--- src/rtl/register_pair_sequencer_if.sv ---
// CPU-side request/response bundle for the register pair sequencer.
// master = CPU side, slave = sequencer.
interface register_pair_sequencer_if;
  logic        req_valid;
  logic        req_ready;
  logic        req_write;
  logic        req_word;
  logic [3:0]  req_level;
  logic [3:0]  req_index;
  logic [15:0] req_wdata;
  logic        clear_start;
  logic        rsp_valid;
  logic [15:0] rsp_rdata;

  modport master (
    output req_valid,
    output req_write,
    output req_word,
    output req_level,
    output req_index,
    output req_wdata,
    output clear_start,
    input  req_ready,
    input  rsp_valid,
    input  rsp_rdata
  );

  modport slave (
    input  req_valid,
    input  req_write,
    input  req_word,
    input  req_level,
    input  req_index,
    input  req_wdata,
    input  clear_start,
    output req_ready,
    output rsp_valid,
    output rsp_rdata
  );
endinterface

--- src/rtl/register_pair_sequencer.sv ---
// Byte/pair register access sequencer and scrubber
// in front of the 256x8 register RAM.
module register_pair_sequencer #(
  parameter bit CLEAR_ON_RESET = 1'b1
) (
  input  logic       clock,
  input  logic       reset_n,
  register_pair_sequencer_if.slave bus,
  output logic       ram_write_en,
  output logic [7:0] ram_address,
  output logic [7:0] ram_data_in,
  input  logic [7:0] ram_data_out
);

  typedef enum logic [2:0] {
    S_CLEAR  = 3'd0,
    S_IDLE   = 3'd1,
    S_HI     = 3'd2,
    S_LO     = 3'd3,
    S_CAP_HI = 3'd4,
    S_CAP_LO = 3'd5
  } state_t;

  localparam state_t RST_STATE =
    CLEAR_ON_RESET ? S_CLEAR : S_IDLE;

  state_t state_q, state_d;

  logic [3:0]  lvl_q, lvl_d;
  logic [2:0]  pair_q, pair_d;
  logic        wr_q, wr_d;
  logic        wd_q, wd_d;
  logic [7:0]  wlo_q, wlo_d;
  logic [7:0]  hi_q, hi_d;
  logic [7:0]  cnt_q, cnt_d;
  logic        rv_q, rv_d;
  logic [15:0] rd_q, rd_d;
  logic        we_q, we_d;
  logic [7:0]  addr_q, addr_d;
  logic [7:0]  din_q, din_d;

  logic idle;
  logic accept;

  assign idle   = (state_q == S_IDLE);
  assign accept = idle & bus.req_valid
                & ~bus.clear_start;

  assign bus.req_ready = idle;
  assign bus.rsp_valid = rv_q;
  assign bus.rsp_rdata = rd_q;
  assign ram_write_en  = we_q;
  assign ram_address   = addr_q;
  assign ram_data_in   = din_q;

  always_ff @(posedge clock or negedge reset_n) begin
    if (!reset_n) state_q <= RST_STATE;
    else          state_q <= state_d;
  end

  always_comb begin
    state_d = state_q;
    unique case (state_q)
      S_CLEAR: begin
        if (cnt_q == 8'hFF) state_d = S_IDLE;
      end
      S_IDLE: begin
        if (bus.clear_start)    state_d = S_CLEAR;
        else if (bus.req_valid) state_d = S_HI;
      end
      S_HI: begin
        if (wd_q)      state_d = S_LO;
        else if (wr_q) state_d = S_IDLE;
        else           state_d = S_CAP_LO;
      end
      S_LO: begin
        state_d = wr_q ? S_IDLE : S_CAP_LO;
      end
      S_CAP_LO: state_d = S_IDLE;
      default:  state_d = S_IDLE;
    endcase
  end

  always_comb begin
    lvl_d  = lvl_q;
    pair_d = pair_q;
    wr_d   = wr_q;
    wd_d   = wd_q;
    wlo_d  = wlo_q;
    hi_d   = hi_q;
    cnt_d  = cnt_q;
    rv_d   = 1'b0;
    rd_d   = rd_q;
    we_d   = 1'b0;
    addr_d = addr_q;
    din_d  = din_q;
    unique case (state_q)
      S_CLEAR: begin
        we_d   = 1'b1;
        din_d  = 8'h00;
        addr_d = cnt_q;
        cnt_d  = cnt_q + 8'd1;
      end
      S_IDLE: begin
        if (bus.clear_start) begin
          cnt_d = 8'h00;
        end else if (accept) begin
          lvl_d  = bus.req_level;
          pair_d = bus.req_index[3:1];
          wr_d   = bus.req_write;
          wd_d   = bus.req_word;
          wlo_d  = bus.req_wdata[7:0];
          we_d   = bus.req_write;
          unique case (1'b1)
            bus.req_word: begin
              addr_d = {bus.req_level,
                        bus.req_index[3:1],
                        1'b0};
              din_d  = bus.req_wdata[15:8];
            end
            default: begin
              addr_d = {bus.req_level,
                        bus.req_index};
              din_d  = bus.req_wdata[7:0];
            end
          endcase
        end
      end
      S_HI: begin
        if (wd_q) begin
          addr_d = {lvl_q, pair_q, 1'b1};
          din_d  = wlo_q;
          we_d   = wr_q;
        end else if (wr_q) begin
          rv_d = 1'b1;
        end
      end
      S_LO: begin
        if (wr_q) rv_d = 1'b1;
        else      hi_d = ram_data_out;
      end
      S_CAP_LO: begin
        rv_d = 1'b1;
        rd_d = {wd_q ? hi_q : 8'h00,
                ram_data_out};
      end
      default: ;
    endcase
  end

  // datapath and registered outputs
  always_ff @(posedge clock or negedge reset_n) begin
    if (!reset_n) begin
      lvl_q  <= 4'h0;
      pair_q <= 3'h0;
      wr_q   <= 1'b0;
      wd_q   <= 1'b0;
      wlo_q  <= 8'h00;
      hi_q   <= 8'h00;
      cnt_q  <= 8'h00;
      rv_q   <= 1'b0;
      rd_q   <= 16'h0000;
      we_q   <= 1'b0;
      addr_q <= 8'h00;
      din_q  <= 8'h00;
    end else begin
      lvl_q  <= lvl_d;
      pair_q <= pair_d;
      wr_q   <= wr_d;
      wd_q   <= wd_d;
      wlo_q  <= wlo_d;
      hi_q   <= hi_d;
      cnt_q  <= cnt_d;
      rv_q   <= rv_d;
      rd_q   <= rd_d;
      we_q   <= we_d;
      addr_q <= addr_d;
      din_q  <= din_d;
    end
  end

endmodule

--- src/flat_wrapper.sv ---
// flat-port wrapper written by rule: the top's interface ports become plain ports
module register_pair_sequencer_flat 
#(
  parameter bit CLEAR_ON_RESET = 1'b1
)
  (clock, reset_n, ram_write_en, ram_address, ram_data_in, ram_data_out, bus_req_valid, bus_req_write, bus_req_word, bus_req_level, bus_req_index, bus_req_wdata, bus_clear_start, bus_req_ready, bus_rsp_valid, bus_rsp_rdata);
  register_pair_sequencer_if bus_i ();
  input  logic clock;
  input  logic reset_n;
  output logic ram_write_en;
  output logic [7:0] ram_address;
  output logic [7:0] ram_data_in;
  input  logic [7:0] ram_data_out;
  input wire logic [$bits(bus_i.req_valid)-1:0] bus_req_valid;
  input wire logic [$bits(bus_i.req_write)-1:0] bus_req_write;
  input wire logic [$bits(bus_i.req_word)-1:0] bus_req_word;
  input wire logic [$bits(bus_i.req_level)-1:0] bus_req_level;
  input wire logic [$bits(bus_i.req_index)-1:0] bus_req_index;
  input wire logic [$bits(bus_i.req_wdata)-1:0] bus_req_wdata;
  input wire logic [$bits(bus_i.clear_start)-1:0] bus_clear_start;
  output wire logic [$bits(bus_i.req_ready)-1:0] bus_req_ready;
  output wire logic [$bits(bus_i.rsp_valid)-1:0] bus_rsp_valid;
  output wire logic [$bits(bus_i.rsp_rdata)-1:0] bus_rsp_rdata;
  assign bus_i.req_valid = bus_req_valid;
  assign bus_i.req_write = bus_req_write;
  assign bus_i.req_word = bus_req_word;
  assign bus_i.req_level = bus_req_level;
  assign bus_i.req_index = bus_req_index;
  assign bus_i.req_wdata = bus_req_wdata;
  assign bus_i.clear_start = bus_clear_start;
  assign bus_req_ready = bus_i.req_ready;
  assign bus_rsp_valid = bus_i.rsp_valid;
  assign bus_rsp_rdata = bus_i.rsp_rdata;
  register_pair_sequencer #(.CLEAR_ON_RESET(CLEAR_ON_RESET)) u_core (.clock(clock), .reset_n(reset_n), .bus(bus_i), .ram_write_en(ram_write_en), .ram_address(ram_address), .ram_data_in(ram_data_in), .ram_data_out(ram_data_out));
endmodule
--- config.mk ---
export PLATFORM = sky130hd
export DESIGN_NAME = register_pair_sequencer_flat
export DESIGN_NICKNAME = d
export VERILOG_FILES = /design/src/rtl/register_pair_sequencer_if.sv /design/src/rtl/register_pair_sequencer.sv /design/src/flat_wrapper.sv
export SDC_FILE = /design/constraint.sdc
export NUM_CORES = 1
export LEC_CHECK = 0
export ABC_AREA = 1
export CAP_MARGIN = 20
export CORE_MARGIN = 4
export CORE_UTILIZATION = 50
export DETAILED_ROUTE_END_ITERATION = 8
export GPL_ROUTABILITY_DRIVEN = 0
export HOLD_SLACK_MARGIN = 0.05
export MAX_ROUTING_LAYER = met4
export PLACE_DENSITY_LB_ADDON = 0.2
export SYNTH_ARGS = -nofsm -noshare
export SYNTH_HDL_FRONTEND = slang
export SYNTH_SLANG_ARGS = --single-unit
--- constraint.sdc ---
create_clock -name clock -period 1.65 [get_ports clock]
set_clock_uncertainty 0.05 [all_clocks]
set_input_delay 0.4125 -clock clock [delete_from_list [all_inputs] [get_ports clock]]
set_output_delay 0.4125 -clock clock [all_outputs]
set_load 0.05 [all_outputs]
# Word level (Yosys, flattened, before mapping)
# Index checks and enable logic that the tools add are counted.
[classes]
reduce_logical = 8
bitwise_logic = 4
addsub = 1
n_mul = 0
order_cmp = 0
shift = 0
mux = 26
eq_ne = 11
div_mod_pow = 0
[ops]
columns = ["operator", "count"]
rows = [
  ["8-bit two-way mux", 9],
  ["8-bit one-hot mux with 3 select lines", 2],
  ["8-bit one-hot mux with 2 select lines", 1],
  ["3-bit two-way mux", 5],
  ["3-bit one-hot mux with 4 select lines", 1],
  ["8-bit by 1-bit adder with 8-bit output, second input constant", 1],
  ["8-bit == test, second input constant", 1],
  ["3-bit by 2-bit == test with 1-bit output, second input constant", 2],
  ["1-bit two-way mux", 6],
  ["2-bit inequality test, second input constant", 3],
  ["1-bit one-hot mux with 3 select lines", 2],
  ["2-bit AND reduction", 3],
  ["2-bit by 1-bit inequality test with 1-bit output, second input constant", 2],
  ["4-bit AND reduction", 1],
  ["3-bit by 1-bit == test with 1-bit output, second input constant", 1],
  ["3-bit == test, second input constant", 1],
  ["3-bit zero test", 1],
  ["3-bit inequality test, second input constant", 1],
  ["3-bit AND reduction", 1],
  ["3-bit nonzero test", 1],
  ["1-bit bitwise AND", 2],
  ["1-bit inverter", 2],
  ["2-bit nonzero test", 1],
]
[totals]
latchBits = 0
reg_bits = 70
out_inout_bits = 35
rom_bits = 0
ram_bits = 0
mem_count = 0
elab_cells = 63

# Longest topological paths before layout
[logic_depth]
word_depth = 6
ltp_mapped = 9
ltp_nobuf = 8

# Worst setup path before layout
# Ideal clock, no wire load.
[synth_path]
path_type = "register -> output"
startpoint = "reg u_core.state_q[1]"
endpoint = "out bus_req_ready"
slack_ns = 0.137
t_arrival_ns = 1.050
required_time_ns = 1.187
path_buffers = 1
stages_incl_launch_ff = 5
path_cell_list = "dfrtp_1 > nor2_4 > nand2_4 > inv_2 > buf_4"
[synth_between]
elab_chain_len = 1
[synth_lines]
columns = ["item", "line", "text"]
rows = [
  ["from (decl)", "register_pair_sequencer.sv:27", "state_t state_q, state_d;"],
  ["from (signal assigned)", "register_pair_sequencer.sv:58", "else state_q <= state_d;"],
  ["3-bit by 1-bit == test with 1-bit output", "register_pair_sequencer.sv:45", "assign idle = (state_q == S_IDLE);"],
  ["to (decl)", "flat_wrapper.sv:21", "output wire logic [$bits(bus_i.req_ready)-1:0] bus_req_ready;"],
]
# Every way passes these cells.

# Final worst setup path
# Ends and elaborated chain as after synthesis.

==> impl_metrics.ini <==
[outcome]
outcome = finished with violations
violations = setup timing

[routing]
drc = 0
drtIter0Drc = 240
routed-via-count = 2912
ant_nets = 0
totalWireLength_mm = 7.604
dr.pass1.iters = 4
viasPerCell = 4.986
wire_per_inst_um = 13.02

[critical_path]
r2r_start = u_core.state_q[1]$_DFFE_PN0P_
crit_fanout = 2
arrival_ps = 1190
worst-setup-path-type = reg2out
endpoint_kind = output port
startpoint = u_core.state_q[1]$_DFFE_PN0P_
r2r.worst_path.cells = 7
worst_ep_required_time_ps = 1190
startpoint_type = register

[power_and_ir_drop]
leakage_nw = 2.406
peakVddDrop_mv = 1.351
p_per_area_nw_per_um2 = 1903

[clock_tree]
cts_root_buf = clkbuf_8
htreeDepth = 3
clk_latency_ps = 350
numCtsBuffers = 9
cts_tree = built
path_clk_slew_ps = 70
clock_sinks = 70
cts_buffer_depth = 2

[sta]
rsz0062_at_grt = yes
fmax_mhz = 604.1
worst_pin_slew_ps = 386.3
fin_setup_tns_ps = -5.273
hold_violations = 0
post-route-min-period_ps = 1655
setup_viol = 1
setup_slack_ps = -5.273
maxSlewHeadroom_pct = 74.21
post-route-period-util_pct = 100.3
maxSlewViolCount = 0

[synth]
syn_nets = 452
synthArstFlopShare_pct = 100.0
ys_types = 28
synth_flop_cell = dfrtp_1
netlist_instances = 413
syn_area_um2 = 3282
synth-edff-count = 0
ys_warn_count = 0
synth-seq-area-share_pct = 53.37
ys_seq_elements = 70
avgSynthCellArea_um2 = 7.946

[place]
port_buffers = 72
dp.cells = 561
hpwlAfterDp_mm = 5.299

[floorplanning]
core_um2 = 6350
start_util_pct = 51.68
rows = 29
dieWidth_um = 89.02
dieHeight_um = 89.02
die-area_um2 = 7924
io_pins = 73

[final_layout]
final_cells = 584
area.growth.synth_to_final_pct = 44.95
diodes = 0
finalNetCount = 541
drive_above_1_share_pct = 17.95

[global_routing]
grt_pass1_wl_mm = 12.77
grt_util_met2_pct = 33.74
grt_max_degree = 71
grt.busiest_layer = met2
grt_pass1_vias = 2785
grtUsageTotal_pct = 21.69
overflow = 0
grtUsageMet1_pct = 27.94
use_met3_pct = 5.530
antenna_found_initial = 0

[worst_hold_path]
worstHoldPathCells = 1
hp-start = u_core.wr_q$_DFFE_PN0P_
hold_class = reg2reg

[job]
drv_cap = 0
-- layer usage --
layer | vias to the layer above | part of all wire, %
met1 | 1347 | 42
met3 | 13 | 6.1
li1 | 1473 | -
met2 | 79 | 50
met4 | 0 | 1.9
met5 | - | 0
-- report_power, final --
group	switching, W	total (W)	internal, W	leakage, nW
Combinational	0.00256	0.00463	0.00207	1.44
Clock	0.000647	0.00142	0.000777	0.0976
Sequential	0.000614	0.00300	0.00238	0.869
-- critical path, stage by stage (launching register included) --
cell,delay [ps]
dfrtp_2,430
nor2_4,150
nand2_4,70
inv_4,80
buf_12,130
-- through the flow --
step | power (W) | hold WS [ps] | instance area, um2 | utilization [%] | setup WS, ps
floorplan | 0.005427 | 66.91 | 3282 | - | 137.1
global placement | 0.007361 | 401.7 | 4471 | 70.40 | -150.4
detailed placement | 0.007478 | 408.4 | 4471 | 70.40 | -208.6
CTS | 0.008994 | 422.0 | 4733 | 74.54 | -16.48
global route | 0.009628 | 445.3 | 4757 | 74.92 | -51.02
finish | 0.009052 | 418.8 | 4757 | 74.92 | -5.273
-- final timing paths --
| check | endpoint | slack [ps] |
|---|---|---|
| worst min-delay path | u_core.state_q[2]$_DFFE_PN0P_ | 420 |
| min in group asynchronous | u_core.bus.rsp_rdata[3]$_DFFE_PN0P_ | 560 |
| worst min register to register | u_core.state_q[2]$_DFFE_PN0P_ | 420 |
| max in group asynchronous | u_core.state_q[1]$_DFFE_PN0P_ | 660 |
| worst max register to register | u_core.ram_data_in[3]$_DFFE_PN0P_ | 90 |
| worst max-delay path | bus_req_ready | -5 |
-- synth_stat cells, types with 2 or more instances --
library cell  number  area [um2]
nand2_1          181       679.4
dfrtp_1           70        1752
o21ai_0           37       185.2
inv_1             35       131.4
nand3_1           27       135.1
nor2_1             9       33.78
o21ai_1            9       45.04
buf_2              7       35.03
a21oi_1            4       20.02
clkbuf_1           4       15.01
inv_2              4       15.01
buf_6              3       33.78
nand4_1            3       18.77
buf_4              2       15.01
nand2_4            2       22.52
nor2_2             2       12.51
nor2_4             2       22.52
nor3_1             2       10.01
-- cell usage in the layout, fill, tap and decap left out --
cell type,n
dfrtp_1,67
nand2_1,181
bufinv_16,1
nand2_2,1
ha_1,1
nand2_4,2
o22ai_1,1
nand4_1,3
o31ai_1,1
clkinvlp_4,3
nor3_1,2
clkbuf_8,11
dfrtp_2,3
nor2_1,8
clkinv_2,2
buf_12,37
inv_4,1
buf_4,19
o21ai_1,9
inv_2,2
o21ai_0,37
nor2_4,2
inv_1,35
xnor2_1,1
nor3_4,1
buf_2,1
clkdlybuf4s50_1,36
dlygate4sd3_1,1
a21oi_1,4
nand3b_1,1
a22o_1,1
nor2_2,3
a21oi_4,1
nand3_2,1
nand3_1,27
-- state kept, by name (all words and copies together) (netlist names) --
name / cells
u_core.ram_address: 8
u_core.bus.rsp_rdata: 16
u_core.wlo_q: 8
u_core.ram_write_en: 1
u_core.wr_q: 1
u_core.bus.rsp_valid: 1
u_core.hi_q: 8
u_core.state_q: 3
u_core.lvl_q: 4
u_core.cnt_q: 8
u_core.pair_q: 3
u_core.ram_data_in: 8
u_core.wd_q: 1
-- layout make-up --
type	count	area [um2]
Timing Repair Buffer	94	1259
Inverter	39	150.1
Sequential cell	70	1755
Multi-Input combinational cell	288	1287
Tap cell	77	96.34
Fill cell	436	1593
Clock buffer	11	151.4
Clock inverter	5	57.56
-- kinds of logic (layout without fill, tap and decap cells) --
group,Yosys count,in the layout,synth area share [%]
AO/OA/AOI/OAI,54,54,8.807
adder cells (fa/ha/maj),1,1,0.3812
AND/OR/NAND/NOR,232,232,29.70
buffers and inverters,55,149,7.472
XOR/XNOR,1,1,0.2669
flip-flops,70,70,53.37
-- what timing repair did --
| item | CTS | global route |
|---|---|---|
| setup endpoints to repair | 1 | 17 |
| buffers inserted | 5 | 1 |
| endpoints found under the hold margin | 21 | 0 |
| hold buffers | 1 | 0 |
| pin swaps | 1 | 2 |
| gates resized for setup | 4 | 2 |
(Power assumes the default switching activity.)
